$ cat src/rtl/q_update_ctrl_if.sv
// Request, Q-table RAM and Q_updater signal bundle for q_update_ctrl.
// slave is the controller's view; master is the requester/RAM/updater side.
interface q_update_ctrl_if #(
  parameter int DATA_W  = 16,
  parameter int STATE_W = 15,
  parameter int ADDR_W  = 18
);
  logic               start;
  logic [STATE_W-1:0] state_idx;
  logic [3:0]         action;
  logic [STATE_W-1:0] next_idx;
  logic               terminal;
  logic [DATA_W-1:0]  reward;
  logic [DATA_W-1:0]  gamma_cfg;
  logic [DATA_W-1:0]  alfa_cfg;
  logic               mem_rd_en;
  logic               mem_wr_en;
  logic [ADDR_W-1:0]  mem_addr;
  logic [DATA_W-1:0]  mem_wr_data;
  logic [DATA_W-1:0]  mem_rd_data;
  logic [DATA_W-1:0]  upd_q;
  logic [DATA_W-1:0]  upd_max_q;
  logic [DATA_W-1:0]  upd_reward;
  logic [DATA_W-1:0]  upd_gamma;
  logic [DATA_W-1:0]  upd_alfa;
  logic [DATA_W-1:0]  upd_q_new;
  logic               busy;
  logic               done;
  logic               err;
  logic [DATA_W-1:0]  q_new_out;

  modport slave (
    input  start, state_idx, action, next_idx, terminal, reward, gamma_cfg, alfa_cfg,
           mem_rd_data, upd_q_new,
    output mem_rd_en, mem_wr_en, mem_addr, mem_wr_data,
           upd_q, upd_max_q, upd_reward, upd_gamma, upd_alfa,
           busy, done, err, q_new_out
  );

  modport master (
    output start, state_idx, action, next_idx, terminal, reward, gamma_cfg, alfa_cfg,
           mem_rd_data, upd_q_new,
    input  mem_rd_en, mem_wr_en, mem_addr, mem_wr_data,
           upd_q, upd_max_q, upd_reward, upd_gamma, upd_alfa,
           busy, done, err, q_new_out
  );
endinterface

$ cat src/rtl/q_update_ctrl.sv
// Sequencer for one Q-learning update: read Q(s,a), scan the row of s' for max_Q,
// register the updater result and write it back to Q(s,a).
module q_update_ctrl #(
  parameter int DATA_W      = 16,
  parameter int NUM_ACTIONS = 9,
  parameter int STATE_W     = 15,
  parameter int ADDR_W      = 18
) (
  input logic            clk,
  input logic            rst_n,
  q_update_ctrl_if.slave bus
);
  localparam int K_W = $clog2(NUM_ACTIONS + 1);

  typedef enum logic [2:0] {IDLE, RD_Q, SCAN, DRAIN, CALC, WR, DONE} state_t;
  state_t state, state_nx;

  logic [K_W-1:0]            k;
  logic [STATE_W-1:0]        s_reg, ns_reg;
  logic [3:0]                a_reg;
  logic                      term_reg, err_reg;
  logic [DATA_W-1:0]         rew_reg, gam_reg, alf_reg, qn_reg, qn_out_reg;
  logic signed [DATA_W-1:0]  q_reg, max_reg, rd_s;
  logic [ADDR_W-1:0]         sa_addr, scan_addr, addr;
  logic                      rd_en, wr_en, bad_act, last_k;

  assign rd_s      = bus.mem_rd_data;
  assign bad_act   = 32'(bus.action) >= NUM_ACTIONS;
  assign last_k    = 32'(k) == NUM_ACTIONS - 1;
  assign sa_addr   = ADDR_W'(s_reg) * ADDR_W'(NUM_ACTIONS) + ADDR_W'(a_reg);
  assign scan_addr = ADDR_W'(ns_reg) * ADDR_W'(NUM_ACTIONS) + ADDR_W'(k);

  always_ff @(posedge clk) begin
    if (!rst_n) state <= IDLE;
    else        state <= state_nx;
  end

  always_comb begin
    state_nx = state;
    rd_en    = 1'b0;
    wr_en    = 1'b0;
    addr     = '0;
    case (state)
      IDLE:  if (bus.start) state_nx = bad_act ? DONE : RD_Q;
      RD_Q:  begin
        rd_en    = 1'b1;
        addr     = sa_addr;
        state_nx = term_reg ? DRAIN : SCAN;
      end
      SCAN:  begin
        rd_en = 1'b1;
        addr  = scan_addr;
        if (last_k) state_nx = DRAIN;
      end
      DRAIN: state_nx = CALC;
      CALC:  state_nx = WR;
      WR:    begin
        wr_en    = 1'b1;
        addr     = sa_addr;
        state_nx = DONE;
      end
      DONE:    state_nx = IDLE;
      default: state_nx = IDLE;
    endcase
  end

  // Read data lags the address by one cycle: SCAN k sees word k-1 (k=0 sees Q(s,a)).
  always_ff @(posedge clk) begin
    if (!rst_n) begin
      k          <= '0;
      s_reg      <= '0;
      ns_reg     <= '0;
      a_reg      <= '0;
      term_reg   <= 1'b0;
      err_reg    <= 1'b0;
      rew_reg    <= '0;
      gam_reg    <= '0;
      alf_reg    <= '0;
      q_reg      <= '0;
      max_reg    <= '0;
      qn_reg     <= '0;
      qn_out_reg <= '0;
    end else begin
      case (state)
        IDLE: if (bus.start) begin
          s_reg    <= bus.state_idx;
          ns_reg   <= bus.next_idx;
          a_reg    <= bus.action;
          term_reg <= bus.terminal;
          rew_reg  <= bus.reward;
          gam_reg  <= bus.gamma_cfg;
          alf_reg  <= bus.alfa_cfg;
          err_reg  <= bad_act;
          k        <= '0;
        end
        SCAN: begin
          k <= k + K_W'(1);
          if (k == '0) q_reg <= rd_s;
          else if (k == K_W'(1) || rd_s > max_reg) max_reg <= rd_s;
        end
        DRAIN: begin
          if (term_reg) begin
            q_reg   <= rd_s;
            max_reg <= '0;
          end else if (NUM_ACTIONS == 1 || rd_s > max_reg) begin
            max_reg <= rd_s;
          end
        end
        CALC: qn_reg <= bus.upd_q_new;
        WR:   qn_out_reg <= qn_reg;
        default: ;
      endcase
    end
  end

  assign bus.mem_rd_en   = rd_en;
  assign bus.mem_wr_en   = wr_en;
  assign bus.mem_addr    = addr;
  assign bus.mem_wr_data = qn_reg;
  assign bus.upd_q       = q_reg;
  assign bus.upd_max_q   = max_reg;
  assign bus.upd_reward  = rew_reg;
  assign bus.upd_gamma   = gam_reg;
  assign bus.upd_alfa    = alf_reg;
  assign bus.busy        = state != IDLE;
  assign bus.done        = state == DONE;
  assign bus.err         = (state == DONE) && err_reg;
  assign bus.q_new_out   = qn_out_reg;
endmodule

$ cat src/flat_wrapper.sv
// flat-port wrapper written by rule: the top's interface ports become plain ports
module q_update_ctrl_flat 
#(
  parameter int DATA_W      = 16,
  parameter int NUM_ACTIONS = 9,
  parameter int STATE_W     = 15,
  parameter int ADDR_W      = 18
)
  (clk, rst_n, bus_start, bus_state_idx, bus_action, bus_next_idx, bus_terminal, bus_reward, bus_gamma_cfg, bus_alfa_cfg, bus_mem_rd_data, bus_upd_q_new, bus_mem_rd_en, bus_mem_wr_en, bus_mem_addr, bus_mem_wr_data, bus_upd_q, bus_upd_max_q, bus_upd_reward, bus_upd_gamma, bus_upd_alfa, bus_busy, bus_done, bus_err, bus_q_new_out);
  q_update_ctrl_if #(.DATA_W(DATA_W), .STATE_W(STATE_W), .ADDR_W(ADDR_W)) bus_i ();
  input logic clk;
  input logic rst_n;
  input wire logic [$bits(bus_i.start)-1:0] bus_start;
  input wire logic [$bits(bus_i.state_idx)-1:0] bus_state_idx;
  input wire logic [$bits(bus_i.action)-1:0] bus_action;
  input wire logic [$bits(bus_i.next_idx)-1:0] bus_next_idx;
  input wire logic [$bits(bus_i.terminal)-1:0] bus_terminal;
  input wire logic [$bits(bus_i.reward)-1:0] bus_reward;
  input wire logic [$bits(bus_i.gamma_cfg)-1:0] bus_gamma_cfg;
  input wire logic [$bits(bus_i.alfa_cfg)-1:0] bus_alfa_cfg;
  input wire logic [$bits(bus_i.mem_rd_data)-1:0] bus_mem_rd_data;
  input wire logic [$bits(bus_i.upd_q_new)-1:0] bus_upd_q_new;
  output wire logic [$bits(bus_i.mem_rd_en)-1:0] bus_mem_rd_en;
  output wire logic [$bits(bus_i.mem_wr_en)-1:0] bus_mem_wr_en;
  output wire logic [$bits(bus_i.mem_addr)-1:0] bus_mem_addr;
  output wire logic [$bits(bus_i.mem_wr_data)-1:0] bus_mem_wr_data;
  output wire logic [$bits(bus_i.upd_q)-1:0] bus_upd_q;
  output wire logic [$bits(bus_i.upd_max_q)-1:0] bus_upd_max_q;
  output wire logic [$bits(bus_i.upd_reward)-1:0] bus_upd_reward;
  output wire logic [$bits(bus_i.upd_gamma)-1:0] bus_upd_gamma;
  output wire logic [$bits(bus_i.upd_alfa)-1:0] bus_upd_alfa;
  output wire logic [$bits(bus_i.busy)-1:0] bus_busy;
  output wire logic [$bits(bus_i.done)-1:0] bus_done;
  output wire logic [$bits(bus_i.err)-1:0] bus_err;
  output wire logic [$bits(bus_i.q_new_out)-1:0] bus_q_new_out;
  assign bus_i.start = bus_start;
  assign bus_i.state_idx = bus_state_idx;
  assign bus_i.action = bus_action;
  assign bus_i.next_idx = bus_next_idx;
  assign bus_i.terminal = bus_terminal;
  assign bus_i.reward = bus_reward;
  assign bus_i.gamma_cfg = bus_gamma_cfg;
  assign bus_i.alfa_cfg = bus_alfa_cfg;
  assign bus_i.mem_rd_data = bus_mem_rd_data;
  assign bus_i.upd_q_new = bus_upd_q_new;
  assign bus_mem_rd_en = bus_i.mem_rd_en;
  assign bus_mem_wr_en = bus_i.mem_wr_en;
  assign bus_mem_addr = bus_i.mem_addr;
  assign bus_mem_wr_data = bus_i.mem_wr_data;
  assign bus_upd_q = bus_i.upd_q;
  assign bus_upd_max_q = bus_i.upd_max_q;
  assign bus_upd_reward = bus_i.upd_reward;
  assign bus_upd_gamma = bus_i.upd_gamma;
  assign bus_upd_alfa = bus_i.upd_alfa;
  assign bus_busy = bus_i.busy;
  assign bus_done = bus_i.done;
  assign bus_err = bus_i.err;
  assign bus_q_new_out = bus_i.q_new_out;
  q_update_ctrl #(.DATA_W(DATA_W), .NUM_ACTIONS(NUM_ACTIONS), .STATE_W(STATE_W), .ADDR_W(ADDR_W)) u_core (.clk(clk), .rst_n(rst_n), .bus(bus_i));
endmodule
$ cat config.mk
export PLATFORM = sky130hd
export DESIGN_NAME = q_update_ctrl_flat
export DESIGN_NICKNAME = d
export VERILOG_FILES = /design/src/rtl/q_update_ctrl_if.sv /design/src/rtl/q_update_ctrl.sv /design/src/flat_wrapper.sv
export SDC_FILE = /design/constraint.sdc
export NUM_CORES = 1
export LEC_CHECK = 0
export ABC_CLOCK_PERIOD_IN_PS = 3950
export BUFFER_PORTS_ARGS = -buffer_cell sky130_fd_sc_hd__buf_2
export CAP_MARGIN = 5
export CELL_PAD_IN_SITES_DETAIL_PLACEMENT = 1
export CELL_PAD_IN_SITES_GLOBAL_PLACEMENT = 2
export CORE_ASPECT_RATIO = 0.75
export CORE_UTILIZATION = 30
export CTS_BUF_LIST = sky130_fd_sc_hd__clkbuf_16
export CTS_CLUSTER_DIAMETER = 120
export DETAILED_ROUTE_END_ITERATION = 6
export PLACE_DENSITY_LB_ADDON = 0.1
export SLEW_MARGIN = 20
export SYNTH_ARGS = -nofsm -noshare
export SYNTH_HDL_FRONTEND = slang
export SYNTH_SLANG_ARGS = --single-unit
$ cat constraint.sdc
create_clock -name clk -period 3.95 [get_ports clk]
set_input_delay 0.79 -clock clk [delete_from_list [all_inputs] [get_ports clk]]
set_output_delay 0.79 -clock clk [all_outputs]
set_load 0.02 [all_outputs]
### After elaboration in Yosys (flattened, before gate mapping)

Cells that the tools add are included.

* add/sub/neg operators: 3
* $mul: 2
* $lt $le $gt $ge: 2
* equality and inequality tests: 15
* muxes and demuxes: 18
* reduce and logical (&&, ||, !) cells: 14

Operators by type and width (count)
* two-way mux 16 bit: 6
* case mux 16 bit (2 select lines): 2
* adder 18 x 4 -> 18 bit: 2
* multiplier 15 x 4 -> 18 bit (second input constant): 2
* case mux 18 bit (2 select lines): 1
* case mux 3 bit (6 select lines): 1
* > comparator 16 bit: 1
* equality test 3 bit (second input constant): 3
* two-way mux 3 bit: 3
* != test 2 x 1 -> 1 bit (second input constant): 4
* case mux 4 bit (2 select lines): 1
* equality test 3 x 2 -> 1 bit (second input constant): 2
* AND reduction 2 bit: 3
* adder 4 x 1 -> 4 bit (second input constant): 1
* equality test 4 x 1 -> 1 bit (second input constant): 1
* equality test 4 bit (second input constant): 1
* greater-or-equal comparator 4 bit (second input constant): 1
* zero test 4 bit: 1
* two-way mux 4 bit: 1
* != test 2 bit (second input constant): 2
* AND reduction 4 bit: 1
* nonzero test 2 bit: 2
* OR reduction 2 bit: 2
* equality test 3 x 1 -> 1 bit (second input constant): 1
* 7 further kinds: 9

* register bits: 155
* input bits: 118
* output and inout bits: 135
* logic and storage cells: 68

### Depth between registers and ports, before layout

Gate-level depths: netlist (run 1).

* depth after elaboration: 5
* gate-level depth with buffers: 11
* mapped depth without buffers: 11

### Least setup slack after synthesis (run 1)

OpenSTA, ideal clock, no wires.

* path type: register to output
* start point: reg u_core.ns_reg[5]
* end point: out bus_mem_addr[17]
* arrival time: 2977 ps
* data required time: 3160 ps
* path slack: 183 ps
* cell stages (with the launch flop): 11
* path buffers: 0
* path through: dfxtp_1 ha_1 ha_1 ha_1 a21o_1 a31o_1 or3_1 o32ai_1 nand3_1 and3_1 o22ai_1

* word-level cells in the longest chain between the ends: 3

Ends and longest elaborated chain
* start, declared: RTL line q_update_ctrl.sv:19 `logic [STATE_W-1:0] s_reg, ns_reg;`
* start signal, assigned: RTL line q_update_ctrl.sv:87 `ns_reg <= bus.next_idx;`
* multiplier 15 x 4 -> 18 bit: RTL line q_update_ctrl.sv:31 `assign scan_addr = ADDR_W'(ns_reg) * ADDR_W'(NUM_ACTIONS) + ADDR_W'(k);`
* adder 18 x 4 -> 18 bit: RTL line q_update_ctrl.sv:31
* case mux 18 bit (2 select lines): RTL line q_update_ctrl.sv:43 `case (state)`
* end, declared: RTL line flat_wrapper.sv:25 `output wire logic [$bits(bus_i.mem_addr)-1:0] bus_mem_addr;`

Every way passes these cells.

### Worst setup path in the final report (run 1)

* start point: reg u_core.ns_reg[8]
* end point: out bus_mem_addr[17]

Same word-level chain as after synthesis.

==> flow_summary.yaml, run 1 <==
outcome:
  outcome: "finished with violations"
  failed_checks: "negative setup slack"
sta:
  fin_setup_tns_ps: -49.8
  slew_viol_final: 0
  setup_violations: 2
  rsz0062_at_grt: "yes"
  max-slew-margin-rel_pct: 29.9
  timing.clock.skew_ps: 11.8
  tightest_slew_ps: 1050
  fin_crit_sh_pct: 101
  fin_ws_ps: -30.5
  period_needed_ps: 3980
  final_hold_viol_count: 0
  clock.fmax_ghz: 0.251
clock_network:
  cts-root-buf: "clkbuf_16"
  clockBufferDepth: 2
  cts_tree: "built"
  clk_latency_ps: 440
  cts.sinks: 155
  h-tree-depth: 4
  postCtsHoldBufs: 0
  cts_buffers: 17
  clk_pin_slew_ps: 70
routing:
  drtPass1Iterations: 4
  wire_per_inst_um: 17.1
  drt-total-wl_mm: 28.8
  ant_nets: 0
  num_vias: 8052
  drc: 0
  via_per_inst: 4.78
  drt_iter0_drc: 257
logic_synthesis:
  synth_cell_types: 56
  syn_inst: 1039
  yosysMostFrequentCell: "nand2_1"
  synth_area_leader_cell: "dfxtp_1"
  synth_top_flop_cell: "dfxtp_1"
  synth_top_area_share_pct: 35.5
  ys_warn_count: 0
  synth_common_cells: "288 x nand2_1, 155 x dfxtp_1, 118 x a21boi_1"
  synthArstFlopShare_pct: 0
  avgSynthCellArea_um2: 8.40
  netlist_top_cells_area: "dfxtp_1 36%, ha_1 15%, nand2_1 12%"
  ys_ff_latch: 155
  syn-cell-area_mm2: 0.00873
  syn_nets: 1266
  synth_edf_count: 0
  synth-seq-area-share_pct: 35.5
min_path:
  holdCritStartpoint: "u_core.bus.upd_reward[5]"
  hold_path.class: "reg2reg"
worst_setup_path:
  setup.worst_path.class: "reg2out"
  cp-start-kind: "flip-flop"
  crit_required_ps: 3160
  cp_common_cell: "ha_1"
  cpPeakStageDelay_ps: 530
  worstSetupStartpoint: "u_core.ns_reg[8]"
  rr_startpoint: "u_core.bus.upd_max_q[15]"
  endpoint_kind: "output port"
  slowest_stage: "or4b_1"
  path_cells: "buf_4 > ha_1 > ha_1 > ha_1 > o21a_1 > o32ai_4 > or4b_1 > and3_4 > o22ai_2 > buf_6"
  cp.arrival_ps: 3190
  cp_max_fo: 4
placement:
  dp.cells: 1639
  place_congestion: 0.832
  dp_hpwl_mm: 21.0
  numPortBuffers: 252
  dpl-instance-area_mm2: 0.0104
die:
  start_util_pct: 30.8
  die_height_um: 150
  core_mm2: 0.0283
  io_pins: 253
  fp-row-count: 53
  dieArea_mm2: 0.0298
  die_width_um: 199
cells_and_area:
  area_growth_pct: 35.6
  layoutNonFillerInstCount: 1683
  drive_gt1_share_pct: 32.1
  final_area_mm2: 0.0118
  register_area_mm2: 0.00314
  fin_util_pct: 41.8
  nets: 1510
  nFillCells: 3384
  multi_input_area_mm2: 0.00599
pwr:
  p_per_area_mw_per_mm2: 437
  leakage_nw: 5.25
  total_power_mw: 5.17
  max-vdd-ir-drop_mv: 0.313
grt:
  grt_usage_pct: 19.6
  antenna_found_initial: 8
  grt_pass1_vias: 8052
  grt_max_degree: 156
  grt-ovfl-total: 0
  grt_pass1_wl_mm: 44.6
job:
  drv_cap: 0
-- report_power, final --
group / switching [mW] / internal (mW)
clock: 0.733 / 0.878
sequential: 0.138 / 1.73
combinational: 1.01 / 0.688
-- cells in the final DEF, fill, tap and decap left out, drive strengths merged, types with 8 or more instances in the layout --
cell type  count
nor2          27
buf          282
xor2          10
a21oi         26
dfxtp        155
nand2        288
o22ai         10
xnor2         14
inv           36
nand2b         8
o21ai         22
mux2i         32
nand3         12
nor2b         23
nor3          10
ha           107
clkbuf        17
a21boi       118
a21o           9
nand4          8
-- layout make-up --
cell class	instances	area share [%]
antenna	2	0.0423
timing repair buffer	282	13.1
clock inverter	15	1.18
tap	385	4.07
multi-input combinational	796	50.6
clock buffer	17	3.59
inverter	31	0.983
sequential	155	26.5
-- through the flow --
step | hold slack [ps] | setup slack [ps]
2_1_floorplan | 431 | 183
3_3_place_gp | 438 | 144
3_5_place_dp | 442 | 41.9
4_1_cts | 451 | -166
5_1_grt | 466 | -147
6_report | 449 | -30.5
-- repair_timing --
item                                   in CTS  in global routing
resized for setup                          78                 41
pin swaps                                  31                 14
setup endpoints to repair                   7                  7
buffers inserted                            6                  4
endpoints found under the hold margin       0                  0
-- layer usage --
layer	GRT usage [%]	share of wire [%]	vias to the layer above
met5	0	0.20	-
met4	6.12	1.4	10
met3	6.78	7.3	35
met2	29.7	43	198
met1	25.9	48	3751
li1	-	-	4058
-- cell families (layout without fill, tap and decap cells) --
kind of cell | count (synthesis) | in the layout | synth area share, %
multiplexers | 33 | 33 | 3.84
AO/OA/AOI/OAI | 231 | 231 | 18.8
buffers and inverters | 88 | 345 | 4.01
other | 0 | 2 | 0
flip-flops | 155 | 155 | 35.5
AND/OR/NAND/NOR | 399 | 399 | 19.6
XOR/XNOR | 24 | 24 | 2.41
adder cells (fa/ha/maj) | 109 | 109 | 15.8
-- final timing paths --
path,to,depth (start not counted),slack [ps]
setup / recovery,bus_mem_addr[17],10,-30
hold / removal,u_core.bus.upd_reward[5],2,450
setup reg to reg,u_core.bus.upd_max_q[6],10,1280
hold reg to reg,u_core.bus.upd_reward[5],2,450
-- critical path, delay by kind of cell (launching register included) --
family | cells | cell delay [ps]
flip-flops | 1 | 360
buffers and inverters | 2 | 280
adder cells (fa/ha/maj) | 3 | 930
AND/OR/NAND/NOR | 2 | 720
AO/OA/AOI/OAI | 3 | 450
(Power assumes the default switching activity.)
==> inputs of run 2 (changes only) <==
--- a/config.mk
+++ b/config.mk
@@ -7,2 +7,3 @@
 export LEC_CHECK = 0
+export ABC_AREA = 1
 export ABC_CLOCK_PERIOD_IN_PS = 3950
@@ -13,3 +14,3 @@
 export CORE_ASPECT_RATIO = 0.75
-export CORE_UTILIZATION = 30
+export CORE_UTILIZATION = 28
 export CTS_BUF_LIST = sky130_fd_sc_hd__clkbuf_16
--- a/constraint.sdc
+++ b/constraint.sdc
@@ -3,2 +3,2 @@
 set_output_delay 0.79 -clock clk [all_outputs]
-set_load 0.02 [all_outputs]
+set_load 0.1 [all_outputs]
==> run 2 against run 1 <==
The flow now finishes without violations. Critical path depth is 5 higher. Global-route usage decreased by 0.96 points. Register-to-register slack better by 310 ps. Maximum frequency rose by 5.5%. First-iteration DRC count increased by 21%. Via count is 2.8% higher. Synthesized cell count up 12%. Sequential share of layout area rose by 2.0 points. Die area grew 3.7%. Worst setup slack better by 210 ps. Critical path type unchanged.
==> flow_summary.yaml, run 2 <==
logic_synthesis:
  ys_ff_latch: 155
  synth_area_leader_cell: "dfxtp_1"
  synth-seq-area-share_pct: 36.7
  synth_top_flop_cell: "dfxtp_1"
  ys_warn_count: 0
  yosysMostFrequentCell: "nor2_1"
  synthArstFlopShare_pct: 0
  syn_inst: 1162
  synth_top_area_share_pct: 36.7
  avgSynthCellArea_um2: 7.27
  synth_common_cells: "302 x nor2_1, 163 x o21ai_0, 155 x dfxtp_1"
  syn_nets: 1389
  synth_edf_count: 0
  netlist_top_cells_area: "dfxtp_1 37%, ha_1 16%, nor2_1 13%"
  syn-cell-area_mm2: 0.00845
  synth_cell_types: 41
routing:
  drt-total-wl_mm: 28.6
  drtPass1Iterations: 4
  via_per_inst: 4.60
  wire_per_inst_um: 15.9
  drc: 0
  num_vias: 8277
  drt_iter0_drc: 311
  ant_nets: 0
sta:
  tightest_slew_ps: 880
  clock.fmax_ghz: 0.265
  slew_viol_final: 0
  max-slew-margin-rel_pct: 41.2
  final_hold_viol_count: 0
  rsz0062_at_grt: "yes"
  fin_crit_sh_pct: 95.5
  period_needed_ps: 3770
  timing.clock.skew_ps: 9.10
  setup_violations: 0
clock_network:
  clk_latency_ps: 440
  cts_buffers: 17
  clk_pin_slew_ps: 70
  clockBufferDepth: 2
  h-tree-depth: 4
  postCtsHoldBufs: 0
  cts_tree: "built"
  cts.sinks: 155
  cts-root-buf: "clkbuf_16"
cells_and_area:
  mostFrequentLayoutCells: "300 x nor2_1, 241 x buf_2, 151 x o21ai_0, 150 x dfxtp_1, 141 x nand2_1"
  register_area_mm2: 0.00311
  drive_gt1_share_pct: 25.0
  multi_input_area_mm2: 0.00501
  nets: 1621
  layout_commonest_cell: "nor2_1"
  layoutNonFillerInstCount: 1801
  area_growth_pct: 29.0
  nFillCells: 3728
die:
  start_util_pct: 28.8
  die_width_um: 203
  core_mm2: 0.0294
  die_height_um: 152
  fp-row-count: 54
  io_pins: 253
  dieArea_mm2: 0.0309
min_path:
  min_path_cells: 2
  hold_path_end: "u_core.err_reg"
  holdCritStartpoint: "u_core.err_reg"
  hold_path.class: "reg2reg"
worst_setup_path:
  rr_startpoint: "u_core.state[2]"
  cp.arrival_ps: 2980
  endpoint_kind: "output port"
  cp_max_fo: 5
  r2r_slack_ps: 1590
  cp-start-kind: "flip-flop"
  rr_endpoint: "u_core.bus.upd_q[0]"
  crit_required_ps: 3160
  setup.worst_path.class: "reg2out"
  rr_worst_depth: 7
grt:
  grt_usage_pct: 18.6
  grt_max_degree: 92
  grt_pass1_vias: 8399
  grt_pass1_wl_mm: 45.7
  antenna_found_initial: 8
  grt-ovfl-total: 0
job:
  drv_cap: 0
placement:
  place_congestion: 0.782
  numPortBuffers: 252
  dp.cells: 1764
  dp_hpwl_mm: 21.1
outcome:
  outcome: "finished clean"
run 2: kinds of logic after synthesis:
logic type / Yosys count / share of synthesized area [%]
xor gates and xnor gates: 7 / 0.726
buffers and inverters: 128 / 6.16
and+or+nand+nor: 524 / 25.1
DFF: 155 / 36.7
AOI/OAI and AO/OA: 239 / 15.0
adders and majority gates: 109 / 16.3
run 2: cell type report:
type | instances | area share [%]
Clock buffer | 17 | 3.90
Sequential cell | 155 | 28.5
Antenna cell | 3 | 0.0689
Tap cell | 392 | 4.50
Clock inverter | 14 | 1.03
Timing Repair Buffer | 260 | 13.2
Inverter | 81 | 2.79
Multi-Input combinational cell | 879 | 46.0
run 2: how the worst max path moves through the flow:
stage,from,slack [ps],to
2_1_floorplan,u_core.ns_reg[1],-100,bus_mem_addr[15]
3_3_place_gp,u_core.ns_reg[1],270,bus_mem_addr[9]
3_5_place_dp,u_core.s_reg[5],240,bus_mem_addr[16]
4_1_cts,u_core.s_reg[5],6,bus_mem_addr[16]
5_1_grt,u_core.s_reg[7],-30,bus_mem_addr[17]
6_report,u_core.k[1],180,bus_mem_addr[11]
run 2: repair_timing:
| item | CTS | global route |
|---|---|---|
| setup endpoints to repair | 9 | 11 |
| pin swaps | 0 | 3 |
| resized for setup | 14 | 57 |
| buffers inserted | 0 | 3 |
| hold endpoints to repair | 0 | 0 |
run 2: per-layer routing:
metal / track usage, % / wire [um] / vias up
met2: 27.2 / 11600 / 182
met4: 4.33 / 298 / 10
li1: - / - / 4300
met1: 25.3 / 14400 / 3759
met3: 7.59 / 2220 / 26
met5: 0 / 71 / -
run 2: stage by stage:
stage | utilization (%) | worst slack, ps | hold slack, ps | area, um^2 | setup TNS, ps
global route | 37.1 | -33.6 | 501 | 10900 | -50.3
finish | 37.1 | 177 | 462 | 10900 | 0
floorplan | - | -105 | 431 | 8450 | -105
detailed placement | 34.3 | 245 | 457 | 10100 | 0
CTS | 36.2 | 6.11 | 467 | 10600 | 0
global placement | 34.3 | 266 | 452 | 10100 | 0
run 2: worst max-delay path: stages (launching register included):
cell	delay, ps
dfxtp_1	350
ha_1	300
ha_1	170
inv_1	50
fa_1	390
nand3b_1	200
nand3_2	120
a21boi_2	90
o21ai_2	150
inv_1	60
nor2_1	130
nor2_1	60
nand2_1	60
nand3_1	90
nand2_1	130
buf_12	180
Power of run 2 is not shown: default switching activity piles up to over one toggle a cycle in this logic, so the estimate is an artifact.
